===== config.mk =====
export PLATFORM = sky130hd
export DESIGN_NAME = pipe_result_collector
export DESIGN_NICKNAME = d
export VERILOG_FILES = /design/src/rtl/series_pkg.sv /design/src/rtl/result_fifo.sv /design/src/rtl/pipe_result_collector.sv
export SDC_FILE = /design/constraint.sdc
export NUM_CORES = 1
export LEC_CHECK = 0
export BUFFER_PORTS_ARGS = -buffer_cell sky130_fd_sc_hd__buf_4
export CORE_MARGIN = 1.5
export CORE_UTILIZATION = 62
export DETAILED_ROUTE_END_ITERATION = 6
export HOLD_SLACK_MARGIN = 0.08
export PLACE_DENSITY = 0.85
export SLEW_MARGIN = 15
export SYNTH_ARGS = -nofsm -noshare
export SYNTH_HDL_FRONTEND = slang
export SYNTH_SLANG_ARGS = --single-unit

===== constraint.sdc =====
create_clock -name clk -period 3.9 [get_ports clk]
set_clock_uncertainty 0.05 [all_clocks]
set_input_delay 0.195 -clock clk [delete_from_list [all_inputs] [get_ports clk]]
set_output_delay 0.195 -clock clk [all_outputs]
set_load 0.02 [all_outputs]

===== src/rtl/series_pkg.sv =====
// Shared constants and types for the series-evaluation pipeline.
// Q1.31 limits and the {ovf, sum} result entry carried through the output FIFO.
package series_pkg;

    localparam int DEF_DATA_W = 32;

    localparam logic [DEF_DATA_W-1:0] Q_MAX = 32'h7FFF_FFFF;
    localparam logic [DEF_DATA_W-1:0] Q_MIN = 32'h8000_0000;

    typedef struct packed {
        logic                  ovf;
        logic [DEF_DATA_W-1:0] sum;
    } result_t;

endpackage


===== src/rtl/result_fifo.sv =====
// First-word-fall-through FIFO with synchronous flush; head reads as zero when empty.
// Pointers carry an extra wrap bit so full and empty are unambiguous.
module result_fifo #(
    parameter int WIDTH = 33,
    parameter int DEPTH = 4
) (
    input  logic             clk,
    input  logic             rst,
    input  logic             i_flush,
    input  logic             i_wr_en,
    input  logic [WIDTH-1:0] i_wr_data,
    input  logic             i_rd_en,
    output logic [WIDTH-1:0] o_rd_data,
    output logic             o_full,
    output logic             o_empty
);

    localparam int AW = $clog2(DEPTH);

    logic [WIDTH-1:0] r_mem [DEPTH];
    logic [AW:0]      r_wr_ptr;
    logic [AW:0]      r_rd_ptr;
    logic             w_push;
    logic             w_pop;

    assign o_empty = (r_wr_ptr == r_rd_ptr);
    assign o_full  = (r_wr_ptr[AW] != r_rd_ptr[AW]) &&
                     (r_wr_ptr[AW-1:0] == r_rd_ptr[AW-1:0]);

    // Flush wins over both ports; a full FIFO never accepts, even alongside a pop.
    assign w_push = i_wr_en && !o_full && !i_flush;
    assign w_pop  = i_rd_en && !o_empty && !i_flush;

    always_ff @(posedge clk or posedge rst) begin
        if (rst) begin
            r_wr_ptr <= '0;
            r_rd_ptr <= '0;
        end else if (i_flush) begin
            r_wr_ptr <= '0;
            r_rd_ptr <= '0;
        end else begin
            if (w_push) begin
                r_wr_ptr <= r_wr_ptr + (AW+1)'(1);
            end
            if (w_pop) begin
                r_rd_ptr <= r_rd_ptr + (AW+1)'(1);
            end
        end
    end

    always_ff @(posedge clk) begin
        if (w_push) begin
            r_mem[r_wr_ptr[AW-1:0]] <= i_wr_data;
        end
    end

    assign o_rd_data = o_empty ? '0 : r_mem[r_rd_ptr[AW-1:0]];

endmodule


===== src/rtl/pipe_result_collector.sv =====
// Collects final Q1.31 sums from the last pipe slice, optionally saturating overflowed
// results, buffering them in a FWFT FIFO and keeping saturating result/overflow counters.
module pipe_result_collector
    import series_pkg::*;
#(
    parameter int DATA_W   = DEF_DATA_W,
    parameter int DEPTH    = 4,
    parameter int CNT_W    = 16,
    parameter bit SATURATE = 1'b1
) (
    input  logic              clk,
    input  logic              rst,
    input  logic              flush,
    input  logic              in_valid,
    output logic              in_ready,
    input  logic [DATA_W-1:0] in_sum,
    input  logic              in_ovf,
    output logic              out_valid,
    input  logic              out_ready,
    output logic [DATA_W-1:0] out_result,
    output logic              out_ovf,
    output logic [CNT_W-1:0]  result_count,
    output logic [CNT_W-1:0]  ovf_count
);

    localparam logic [DATA_W-1:0] W_SAT_MAX = {1'b0, {(DATA_W-1){1'b1}}};
    localparam logic [DATA_W-1:0] W_SAT_MIN = {1'b1, {(DATA_W-1){1'b0}}};

    logic              w_full;
    logic              w_empty;
    logic              w_push;
    logic [DATA_W-1:0] w_store_sum;
    logic [DATA_W:0]   w_wr_data;
    logic [DATA_W:0]   w_rd_data;
    logic [1:0]        w_cnt_inc;
    logic [CNT_W-1:0]  r_cnt [2];

    assign in_ready  = !w_full;
    assign out_valid = !w_empty;
    assign w_push    = in_valid && in_ready && !flush;

    // An overflowed sum has wrapped, so its sign bit is the opposite of the true sign.
    generate
        if (SATURATE) begin : g_sat
            assign w_store_sum = !in_ovf ? in_sum :
                                 (in_sum[DATA_W-1] ? W_SAT_MAX : W_SAT_MIN);
        end else begin : g_raw
            assign w_store_sum = in_sum;
        end
    endgenerate

    assign w_wr_data = {in_ovf, w_store_sum};

    result_fifo #(
        .WIDTH (DATA_W + 1),
        .DEPTH (DEPTH)
    ) u_fifo (
        .clk       (clk),
        .rst       (rst),
        .i_flush   (flush),
        .i_wr_en   (w_push),
        .i_wr_data (w_wr_data),
        .i_rd_en   (out_ready),
        .o_rd_data (w_rd_data),
        .o_full    (w_full),
        .o_empty   (w_empty)
    );

    assign out_ovf    = w_rd_data[DATA_W];
    assign out_result = w_rd_data[DATA_W-1:0];

    // Index 0 counts every accepted result, index 1 only the overflowed ones.
    assign w_cnt_inc[0] = w_push;
    assign w_cnt_inc[1] = w_push && in_ovf;

    genvar gi;
    generate
        for (gi = 0; gi < 2; gi++) begin : g_cnt
            always_ff @(posedge clk or posedge rst) begin
                if (rst) begin
                    r_cnt[gi] <= '0;
                end else if (flush) begin
                    r_cnt[gi] <= '0;
                end else if (w_cnt_inc[gi] && !(&r_cnt[gi])) begin
                    r_cnt[gi] <= r_cnt[gi] + CNT_W'(1);
                end
            end
        end
    endgenerate

    assign result_count = r_cnt[0];
    assign ovf_count    = r_cnt[1];

endmodule


==> reports/results.md <==
| Item | Value |
|---|---|
| Number of hold-slack violations in the final timing report | 0 |
| Sequential group share of total power | 44.6% |
| Distinct cell type count of the synthesized netlist | 54 |
| Result of the run | complete, no violations |
| Cell type contributing the most total cell area after synthesis | edfxtp_1 |
| Type of element launching the critical path | flip-flop |
| Cell with the most instances on the worst path | buf_4 |
| Buffer count from post-CTS setup fixing | 0 |
| Syn_area_per_cell | 14.9 um^2 |
| Half-perimeter wire length after detailed placement | 8910 um |
| Setup violation total in the final timing report | 0 |
| Worst path slowest cell | mux4_2 |
| Classification of the worst setup path | flip-flop to primary output |
| Final-layout worst hold slack | 114 ps |
| Transition at the pin with the smallest max-transition slack | 1020 ps |
| Synth-to-layout area growth | 19.2% |
| Count of buffers from port buffering | 104 |
| Gate family responsible for the most delay along the worst path | buffers and inverters |
| Count of state elements after synthesis | 170 |
| Combined global-route utilization of all metal layers | 24.6% |
| Final non-filler cell area | 8990 um^2 |
| Vias after detailed routing | 4562 |
| Async set or reset register ratio after synthesis | 22.4% |
| Initial DRC count | 386 |
| Sequential area share after synthesis | 65.1% |
| Dominant cells by area after synthesis | edfxtp_1, dfrtp_1, mux4_2 |
| Type of the tightest min-delay check | primary input to flip-flop |
| Number of buffers on the longest clock path | 2 |
| Via-per-instance ratio | 5.92 |
| Multi-input combinational cell area | 2370 um^2 |
| Post-place instance area | 8420 um^2 |
| Latest clock arrival within the worst-skew pair | 420 ps |
| Floorplan die width | 113 um |
| Part of the power in the clock network | 34.1% |
| Cell leakage power | 3.47 nW |
| Synthesis Warnings | 0 |
| Predominant post-synthesis flop cell | edfxtp_1 |
| Post-layout power | 4.60 mW |
| Count of standard-cell rows | 40 |
| Net switching share of the total power | 26.1% |
| Number of global-route vias before repair | 4639 |
| Number of buffers created by CTS | 17 |
| Initial cell density of the core | 63.1% |
| Fraction of final layout cells sized beyond drive strength 1 | 30.8% |
| Crit Path Max Fanout | 35 |
| Fill cells | 704 |
| Routed wire length per instance | 19.3 um |
| Req. time, crit path | 3650 ps |
| Final Cycle Share | 67.1% |
| Cell at the root of the clock tree | clkbuf_16 |
| Time the worst path needs with I/O delays and setup | 2620 ps |
| Clock-pin transition on the worst setup and hold timing paths | 60 ps |
| Cell with the most instances after synthesis | edfxtp_1 |
| Total iterations of the first detailed-routing run | 6 |
| DRC Markers | 0 |
| ANT nets after route | 0 |
| Area enclosed by the die boundary | 12800 um^2 |
| CTS sink count | 170 |
| Leftover overflow at the end of global routing | 0 |
| Cell internal pwr | 3.40 mW |
| Summed negative setup slack over all endpoints | 0 ps |
| RSZ-0062 raised after global routing | false |
| Max Freq | 382 MHz |
| Final number of max-transition violations | 0 |
| PD cells | 512 nW/um^2 |
| Worst ir drop on vdd | 0.274 mV |
| Reg-to-reg setup timing slack | 1480 ps |
| Post-synthesis instance area | 7550 um^2 |
| Cts repair resizes | 0 |
| Slew HR | 32.2% |
| Buffering stage count on the worst path with inverters included | 2 |
| CTS HTree Levels | 4 |
| Post-detailed-routing wire length | 14900 um |
| TritonCTS clock tree | done |
| Element type at the critical path end | primary output |
| Global placer's final weighted congestion | 0.830 |
| Max capacitance violation total | 0 |
| Antenna diode count | 0 |
| Fraction of post-synthesis cell area in the top cell type by area | 52.5% |
| Cells after synthesis | 506 |
| Count of flip-flops with a built-in enable after synthesis | 132 |
| Number of antenna violations at the first check in global routing | 0 |
| Sequential Area | 4920 um^2 |
| Top-Level Pins | 105 |
| Cells along the critical path | buf_4 > mux4_2 > and2_1 > buf_4 |
| Data arrival time of the critical path | 2370 ps |
| Wire length of the first global-routing pass | 23500 um |
| Maximum number of pins on one net before global-route repair | 47 |
| Utilization after layout | 75.2% |
| Nets@finish | 655 |
| Switching component of the power | 1.20 mW |
| Synth top cells by count | edfxtp_1, and2_1, dfrtp_1, nor2_1, inv_1 |
| Synth Net Count | 551 |
| Comb power frac | 21.3% |
| CORE AREA | 12000 um^2 |
| Max stage delay on crit path | 620 ps |
| Die span in y | 113 um |
flip-flops by register name (all words and copies together), names as in the netlist:
register         count
u_fifo.r_wr_ptr      3
ovf_count           16
u_fifo.r_rd_ptr      3
u_fifo.r_mem       132
result_count        16
layer usage:
metal  share of wire, %  wire length, um  up-vias  global-route usage (%)
li1                   -                -     2076                       -
met1                 41             6160     2316                    31.4
met2                 52             7770      149                    41.8
met3                4.9              734       21                    5.25
met4                1.5              226        0                    9.58
met5                  0                0        -                       0
timing repair:
action | in CTS | in global routing
endpoints found under the hold margin | 38 | 0
hold buffers | 1 | 0
endpoints found under the setup margin | 0 | 0
cells by family after synthesis:
logic type	Yosys count	synth area share, %
fa+ha+maj	7	1.16
simple gates	151	11.8
xor+xnor	25	3.10
buf+inv	62	3.50
flops	170	65.1
mux	43	11.3
compound gates	48	3.95
final cells by class:
| type | count | share of cell area [%] |
|---|---|---|
| Tap cell | 147 | 2.05 |
| Timing Repair Buffer | 110 | 9.30 |
| Clock inverter | 12 | 1.18 |
| Multi-Input combinational cell | 274 | 26.4 |
| Clock buffer | 20 | 4.86 |
| Inverter | 37 | 1.54 |
| Sequential cell | 170 | 54.7 |
placed cells by master (no fill, tap or decap), types with 8 or more instances in the layout:
cell / instances
dfrtp_1: 36
o21ai_0: 33
nand3_1: 8
nand2_1: 12
inv_1: 37
buf_4: 108
xor2_1: 9
nor2_1: 38
nand4_1: 10
clkbuf_16: 17
mux4_2: 33
xnor2_1: 14
and2_1: 34
edfxtp_1: 132
worst register-to-register path: cells and delay by family, from the launching register on:
family,cells,cell delay (ps)
xor gates and xnor gates,1,230
and+or+nand+nor,2,980
DFF,1,450
AOI/OAI and AO/OA,1,340
power groups by stage:
stage               combinational (mW)  clock, mW  sequential [mW]
finish                           0.981       1.57             2.05
global route                      1.05       1.66             2.05
CTS                              0.976       1.59             2.05
detailed placement               0.968          0             2.09
global placement                 0.949          0             2.08
floorplan                        0.640          0             2.08
per-stage QoR:
stage,setup WS [ps],cells
3_5_place_dp,1270,736
4_1_cts,818,769
2_1_floorplan,1380,506
6_report,1280,770
3_3_place_gp,1410,736
5_1_grt,1180,770
worst paths after layout:
check	startpoint	endpoint	cells after the start
max	u_fifo.r_rd_ptr[0]	out_result[6]	4
min	in_sum[31]	u_fifo.r_mem[2][31]	2
max reg2reg	u_fifo.r_wr_ptr[1]	u_fifo.r_mem[2][3]	4
min reg2reg	u_fifo.r_wr_ptr[2]	u_fifo.r_wr_ptr[2]	2
max in group asynchronous	rst	u_fifo.r_rd_ptr[0]	4
min in group asynchronous	rst	result_count[12]	4
No activity file was read; power rests on OpenSTA's default activity.
